## src/rtl/seq_comparator.sv

```systemverilog
// Multi-cycle RV32I branch comparator that evaluates one CHUNK-bit slice per cycle, MSB slice first.
// Define SEQ_COMPARATOR_EARLY_EXIT_EN to finish as soon as the first differing slice is seen.
module seq_comparator #(
    parameter int unsigned WIDTH = 32,
    parameter int unsigned CHUNK = 8
) (
    input  logic             clk_i,
    input  logic             rst_ni,
    input  logic             start_valid_i,
    output logic             start_ready_o,
    input  logic [2:0]       funct3_i,
    input  logic [WIDTH-1:0] a_i,
    input  logic [WIDTH-1:0] b_i,
    output logic             done_valid_o,
    input  logic             done_ready_i,
    output logic             taken_o,
    output logic             lt_o,
    output logic             eq_o
);

    localparam int unsigned N  = WIDTH / CHUNK;
    localparam int unsigned KW = (N > 1) ? $clog2(N) : 1;
    localparam logic [KW-1:0] KLast = KW'(N - 1);
`ifdef SEQ_COMPARATOR_EARLY_EXIT_EN
    localparam bit EarlyExit = 1'b1;
`else
    localparam bit EarlyExit = 1'b0;
`endif

    if (CHUNK == 0 || CHUNK > WIDTH || (WIDTH % CHUNK) != 0) begin : g_param_check
        $error("seq_comparator: WIDTH must be a non-zero multiple of CHUNK");
    end

    typedef enum logic [1:0] {StIdle, StRun, StDone} state_e;

    state_e           state_q;
    logic [WIDTH-1:0] a_q, b_q;
    logic [2:0]       funct3_q;
    logic [KW-1:0]    k_q;
    logic             dec_q, lt_q, eq_q, taken_q, done_valid_q;

    logic [CHUNK-1:0] slice_a, slice_b;
    logic             hit, lt_nxt, eq_nxt, taken_nxt, last, accept;

    assign start_ready_o = (state_q == StIdle) || (state_q == StDone && done_ready_i);
    assign accept        = start_valid_i && start_ready_o;

    // Operands shift left each RUN cycle, so the slice under test is always the top one.
    always_comb begin
        slice_a = a_q[WIDTH-1 -: CHUNK];
        slice_b = b_q[WIDTH-1 -: CHUNK];
        if (k_q == '0 && !funct3_q[1]) begin
            slice_a[CHUNK-1] = ~slice_a[CHUNK-1];
            slice_b[CHUNK-1] = ~slice_b[CHUNK-1];
        end
    end

    always_comb begin
        hit    = !dec_q && (slice_a != slice_b);
        lt_nxt = hit ? (slice_a < slice_b) : lt_q;
        eq_nxt = eq_q && !hit;
        last   = (k_q == KLast) || (EarlyExit && hit);
        unique case (funct3_q)
            3'b000:         taken_nxt = eq_nxt;
            3'b001:         taken_nxt = !eq_nxt;
            3'b100, 3'b110: taken_nxt = lt_nxt;
            3'b101, 3'b111: taken_nxt = !lt_nxt;
            default:        taken_nxt = 1'b0;
        endcase
    end

    always_ff @(posedge clk_i or negedge rst_ni) begin
        if (!rst_ni) begin
            state_q      <= StIdle;
            a_q          <= '0;
            b_q          <= '0;
            funct3_q     <= '0;
            k_q          <= '0;
            dec_q        <= 1'b0;
            lt_q         <= 1'b0;
            eq_q         <= 1'b0;
            taken_q      <= 1'b0;
            done_valid_q <= 1'b0;
        end else if (accept) begin
            state_q      <= StRun;
            a_q          <= a_i;
            b_q          <= b_i;
            funct3_q     <= funct3_i;
            k_q          <= '0;
            dec_q        <= 1'b0;
            lt_q         <= 1'b0;
            eq_q         <= 1'b1;
            done_valid_q <= 1'b0;
        end else begin
            case (state_q)
                StRun: begin
                    a_q   <= a_q << CHUNK;
                    b_q   <= b_q << CHUNK;
                    k_q   <= k_q + KW'(1);
                    dec_q <= dec_q || hit;
                    lt_q  <= lt_nxt;
                    eq_q  <= eq_nxt;
                    if (last) begin
                        state_q      <= StDone;
                        taken_q      <= taken_nxt;
                        done_valid_q <= 1'b1;
                    end
                end
                StDone: begin
                    if (done_ready_i) begin
                        state_q      <= StIdle;
                        done_valid_q <= 1'b0;
                    end
                end
                StIdle:  ;
                default: state_q <= StIdle;
            endcase
        end
    end

    assign done_valid_o = done_valid_q;
    assign taken_o      = taken_q;
    assign lt_o         = lt_q;
    assign eq_o         = eq_q;

endmodule
```

## config.mk

```make
export PLATFORM = sky130hd
export DESIGN_NAME = seq_comparator
export DESIGN_NICKNAME = d
export VERILOG_FILES = /design/src/rtl/seq_comparator.sv
export SDC_FILE = /design/constraint.sdc
export NUM_CORES = 1
export LEC_CHECK = 0
export BUFFER_PORTS_ARGS = -buffer_cell sky130_fd_sc_hd__buf_2
export CAP_MARGIN = 10
export CORE_MARGIN = 5
export CORE_UTILIZATION = 30
export DETAILED_ROUTE_END_ITERATION = 10
export SETUP_SLACK_MARGIN = 0.4
export SLEW_MARGIN = 10
export SYNTH_ARGS = -nofsm -noshare
export SYNTH_HDL_FRONTEND = slang
export SYNTH_SLANG_ARGS = --single-unit
```

## constraint.sdc

```tcl
create_clock -name clk_i -period 2.4 [get_ports clk_i]
set_input_delay 0 -clock clk_i [delete_from_list [all_inputs] [get_ports clk_i]]
set_output_delay 0 -clock clk_i [all_outputs]
set_load 0.005 [all_outputs]
```

# --- Word-level counts from Yosys, hierarchy flattened ---
# Cells that the tools add are included.
totals:
  out_inout_bits: 5
  reg_bits: 76
  word_cells: 73
classes:
  order_cmp: 1
  addsub: 1
  mux: 24
  bitwise_logic: 3
  eq_ne: 12
  reduce_logical: 22
op_table:
  columns: ["cell", "count"]
  rows:
  - ["$mux W32", 4]
  - ["$eq A3 B3 Y1 const B", 4]
  - ["$mux W1", 12]
  - ["$mux W2", 5]
  - ["$reduce_and A3 Y1", 3]
  - ["$lt A8 B8 Y1", 1]
  - ["$ne A8 B8 Y1", 1]
  - ["$ne A3 B3 Y1 const B", 2]
  - ["$pmux W2 S3", 1]
  - ["$logic_and A1 B1 Y1", 5]
  - ["$logic_not A1 Y1", 5]
  - ["$eq A2 B2 Y1 const B", 2]
  - ["$logic_not A2 Y1", 2]
  - ["$pmux W1 S4", 1]
  - ["$reduce_or A2 Y1", 2]
  - ["$eq A3 B1 Y1 const B", 1]
  - ["$logic_not A3 Y1", 1]
  - ["$not A1 Y1", 3]
  - ["$reduce_bool A3 Y1", 1]
  - ["$add A2 B1 Y2 const B", 1]
  - ["$eq A2 B1 Y1 const B", 1]
  - ["$logic_or A1 B1 Y1", 2]
  - ["$ne A2 B2 Y1 const B", 1]
  - ["$pmux W1 S2", 1]
  - ["$reduce_bool A2 Y1", 1]

# --- Logic depth before layout (Yosys ltp) ---
depth:
  word_depth: 9
  mapped_depth: 7
  mapped_depth_nobuf: 7

# --- Least setup slack after synthesis ---
# OpenSTA, ideal clock, no wires.
synth_timing:
  path_type: "register -> register"
  startpoint: "register a_q[27]"
  endpoint: "register taken_q, in the netlist taken_o"
  t_arrival_ns: 1.732
  path_slack_ns: 0.586
  synth_period_minus_slack_ns: 1.814
  stages_incl_launch_ff: 7
  cell_sequence: "dfrtp_1 ha_1 and4_1 a31oi_1 or4b_1 and4_1 a31oi_1"
synth_between:
  elab_chain_len: 6
  word_cells_on_any_way: 9
synth_rtl:
  columns: ["element", "line", "text"]
  rows:
  - ["start: declaration", "37", "logic [WIDTH-1:0] a_q, b_q;"]
  - ["start signal: assignment", "86", "a_q <= a_i;"]
  - ["start signal: assignment", "97", "a_q <= a_q << CHUNK;"]
  - ["parallel branches: the longest is 5 deep, another holds $lt A8 B8 Y1", null, null]
  - ["$pmux W1 S4 (*)", "63", "unique case (funct3_q)"]
  - ["end signal: assignment", "105", "taken_q <= taken_nxt;"]
  - ["end: declaration", "40", "logic dec_q, lt_q, eq_q, taken_q, done_valid_q;"]
# Mark *: on every way between the ends.
# A chain may end at the register's enable or synchronous reset.

# --- Worst setup path in the final report ---
# Ends and elaborated chain as after synthesis.

==> impl_metrics.env <==
export IMPL_status="complete, no violations"
export IMPL_cp_max_fo=4
export IMPL_seq_area_frac_synth=0.550
export IMPL_whs_path_depth=4
export IMPL_synth_seq_cells=76
export IMPL_synth_edff_count=0
export IMPL_n_antenna_cell=0
export IMPL_dp_hpwl_microns=5820
export IMPL_ir_worst_vdd_mv=0.420
export IMPL_cap_violations=0
export IMPL_synth_distinct_cells=34
export IMPL_worst_slew_pin_slew_ns=0.944
export IMPL_slowest_delay_ns=0.49
export IMPL_preCtsSetupSlack_ns=0.332
export IMPL_finalCriticalPeriod_ns=1.95
export IMPL_worstHoldPathType="in -> reg"
export IMPL_grt_pass1_wl_microns=16100
export IMPL_synthCells=372
export IMPL_synth_nets=452
export IMPL_cts_root_buf="clkbuf_16"
export IMPL_layout_drive_gt1_share=0.205
export IMPL_path_class="reg -> reg"
export IMPL_syn_avg_cell_area_sq_um=9.29
export IMPL_worstSetupEndpointType="flip-flop"
export IMPL_yosysWarnings=0
export IMPL_vias=3136
export IMPL_wire_per_inst_microns=14.4
export IMPL_area_growth_syn_to_layout_pct=44.8
export IMPL_final_setup_worst_slack_ns=0.446
export IMPL_antenna_found_initial=0
export IMPL_totalWireLength_microns=9440
export IMPL_fin_skew_ns=0.00925
export IMPL_leakagePower_nw=2.44
export IMPL_cts_buffers=9
export IMPL_drt_iter0_drc=128
export IMPL_yosys_area_top_type="dfrtp_1"
export IMPL_worstPathArrival_ns=2.20
export IMPL_total_power_mw=5.97
export IMPL_maxSlewViolCount=0
export IMPL_final_net_count=587
export IMPL_critPathRequiredTime_ns=2.65
export IMPL_grt_max_degree=85
export IMPL_overflow=0
export IMPL_crit_path_start_kind="flip-flop"
export IMPL_crit_chain="ha_4 > and4_4 > a31oi_2 > or4b_1 > and4_1 > a31oi_1"
export IMPL_dpl_cell_count=570
export IMPL_die_w_microns=117
export IMPL_cts_sinks=76
export IMPL_grt_use_total=0.141
export IMPL_start_util=0.304
export IMPL_layoutNonFillerInstCount=655
export IMPL_grt_setup_unrepaired="yes"
export IMPL_cellPowerDensity_nw_per_um2=1190
export IMPL_die_y_microns=117
export IMPL_htreeDepth=3
export IMPL_drc_errors=0
export IMPL_grt_pass1_vias=3374
export IMPL_ant_nets=0
export IMPL_synth_top_area_share=0.550
export IMPL_die_area_sq_um=13800
export IMPL_worst_path_max_delay_cell="or4b_1"
export IMPL_vias_per_cell=4.79
export IMPL_portBuffers=75
export IMPL_cts_tree="built"
export IMPL_insertion_delay_ns=0.32
export IMPL_slew_headroom=0.371
export IMPL_synth_area_sq_um=3460
export IMPL_clock_fmax_ghz=0.512
export IMPL_core_area_sq_um=11400
export IMPL_reg2regPathDepth=6
export IMPL_io_pins=76
export IMPL_cts_buffer_depth=2
export IMPL_place_congestion=0.771
export IMPL_fin_tns_setup_ns=0
export IMPL_clkTransAtPathRegs_ns=0.06
export IMPL_ys_flop_type="dfrtp_1"
export IMPL_drt_pre_antenna_iters=4
export IMPL_synth_area_leaders="dfrtp_1, nand2_1, a22oi_1, ha_1, o21ai_0"
export IMPL_hold_viol=0
export IMPL_setup_viol=0
export IMPL_period_share=0.814
export IMPL_row_count=39
export IMPL_async_reset_ff_frac=1.00
export IMPL_cts_setup_buffers=0
[cells by family after synthesis]
family | synth area share
mux | 0.00326
xor+xnor | 0.00471
fa+ha+maj | 0.0326
flops | 0.550
compound gates | 0.172
simple gates | 0.197
buf+inv | 0.0402
[synthesized netlist by cell type (all sizes together) (2+ instances only)]
cell type	n
ha	9
dfrtp	76
nor2	4
nand2b	2
inv	12
nor2b	5
o21ai	22
nand2	146
a31oi	2
buf	10
a22oi	48
nor3b	2
and4	2
clkbuf	12
a21o	2
[where the power goes]
| group | total, mW | leakage, nW | internal (mW) | switching, mW |
|---|---|---|---|---|
| registers | 2.24 | 0.961 | 1.87 | 0.373 |
| logic | 2.41 | 1.34 | 0.969 | 1.44 |
| clock network | 1.32 | 0.147 | 0.832 | 0.490 |
[worst max-delay path: cells and delay by family (launching register included)]
kind,cells,cell delay [ns]
AOI/OAI and AO/OA,2,0.25
and+or+nand+nor,3,0.91
DFF,1,0.42
adders and majority gates,1,0.30
[worst paths after layout]
kind                                            end  slack [ns]           startpoint
setup / recovery                taken_o$_DFFE_PN0P_        0.45  a_q[27]$_DFFE_PN0P_
hold / removal             done_valid_o$_DFFE_PN0P_        0.05        start_valid_i
setup reg to reg                taken_o$_DFFE_PN0P_        0.45  a_q[27]$_DFFE_PN0P_
hold reg to reg                 a_q[12]$_DFFE_PN0P_        0.47  a_q[12]$_DFFE_PN0P_
max in group asynchronous        a_q[6]$_DFFE_PN0P_        1.42               rst_ni
min in group asynchronous   funct3_q[0]$_DFFE_PN0N_        0.37               rst_ni
[per-stage QoR]
step,hold WS (ns),utilization,cell area (sq um)
final,0.0510,0.440,5000
after global routing,0.113,0.440,5000
after CTS,0.0400,0.438,4980
after detailed placement,0.197,0.349,3970
after global placement,0.193,0.349,3970
after floorplan,-0.296,-,3460
[routing by layer]
metal / track usage / up-vias / part of all wire
li1: - / 1534 / -
met1: 0.180 / 1507 / 0.44
met2: 0.237 / 81 / 0.50
met3: 0.0221 / 14 / 0.040
met4: 0.0573 / 0 / 0.017
met5: 0 / - / 0
[state kept, by name, summed over array words and instances, names as in the netlist]
name          flops
a_q              32
b_q              32
dec_q             1
done_valid_o      1
eq_o              1
funct3_q          3
k_q               2
lt_o              1
state_q           2
taken_o           1
[area by class of cell]
type | instances | area [sq um]
fillers | 1081 | 6370
flip-flops and latches | 76 | 1900
multi-input cells | 263 | 1500
repair buffers | 145 | 1090
clock buffers | 12 | 246
well taps | 143 | 179
clock inverters | 4 | 48.8
inverters | 12 | 45.0
[cell usage in the layout, fill, tap and decap left out, types with 2 or more instances in the layout]
| cell type | instances |
|---|---|
| a21o_1 | 2 |
| a22oi_1 | 48 |
| buf_2 | 74 |
| buf_4 | 2 |
| clkbuf_1 | 2 |
| clkbuf_16 | 9 |
| clkinv_2 | 2 |
| dfrtp_1 | 76 |
| dlygate4sd3_1 | 68 |
| ha_1 | 7 |
| ha_4 | 2 |
| inv_1 | 12 |
| nand2_1 | 146 |
| nand2b_1 | 2 |
| nor2_1 | 3 |
| nor2_4 | 2 |
| nor2b_1 | 4 |
| o21ai_0 | 22 |
[what timing repair did]
action	CTS	global route
pin swaps	2	0
setup endpoints to repair	50	41
endpoints found under the hold margin	143	0
cloned	1	0
resized for setup	4	4
hold buffers	68	0
No activity file was read; power rests on OpenSTA's default activity.
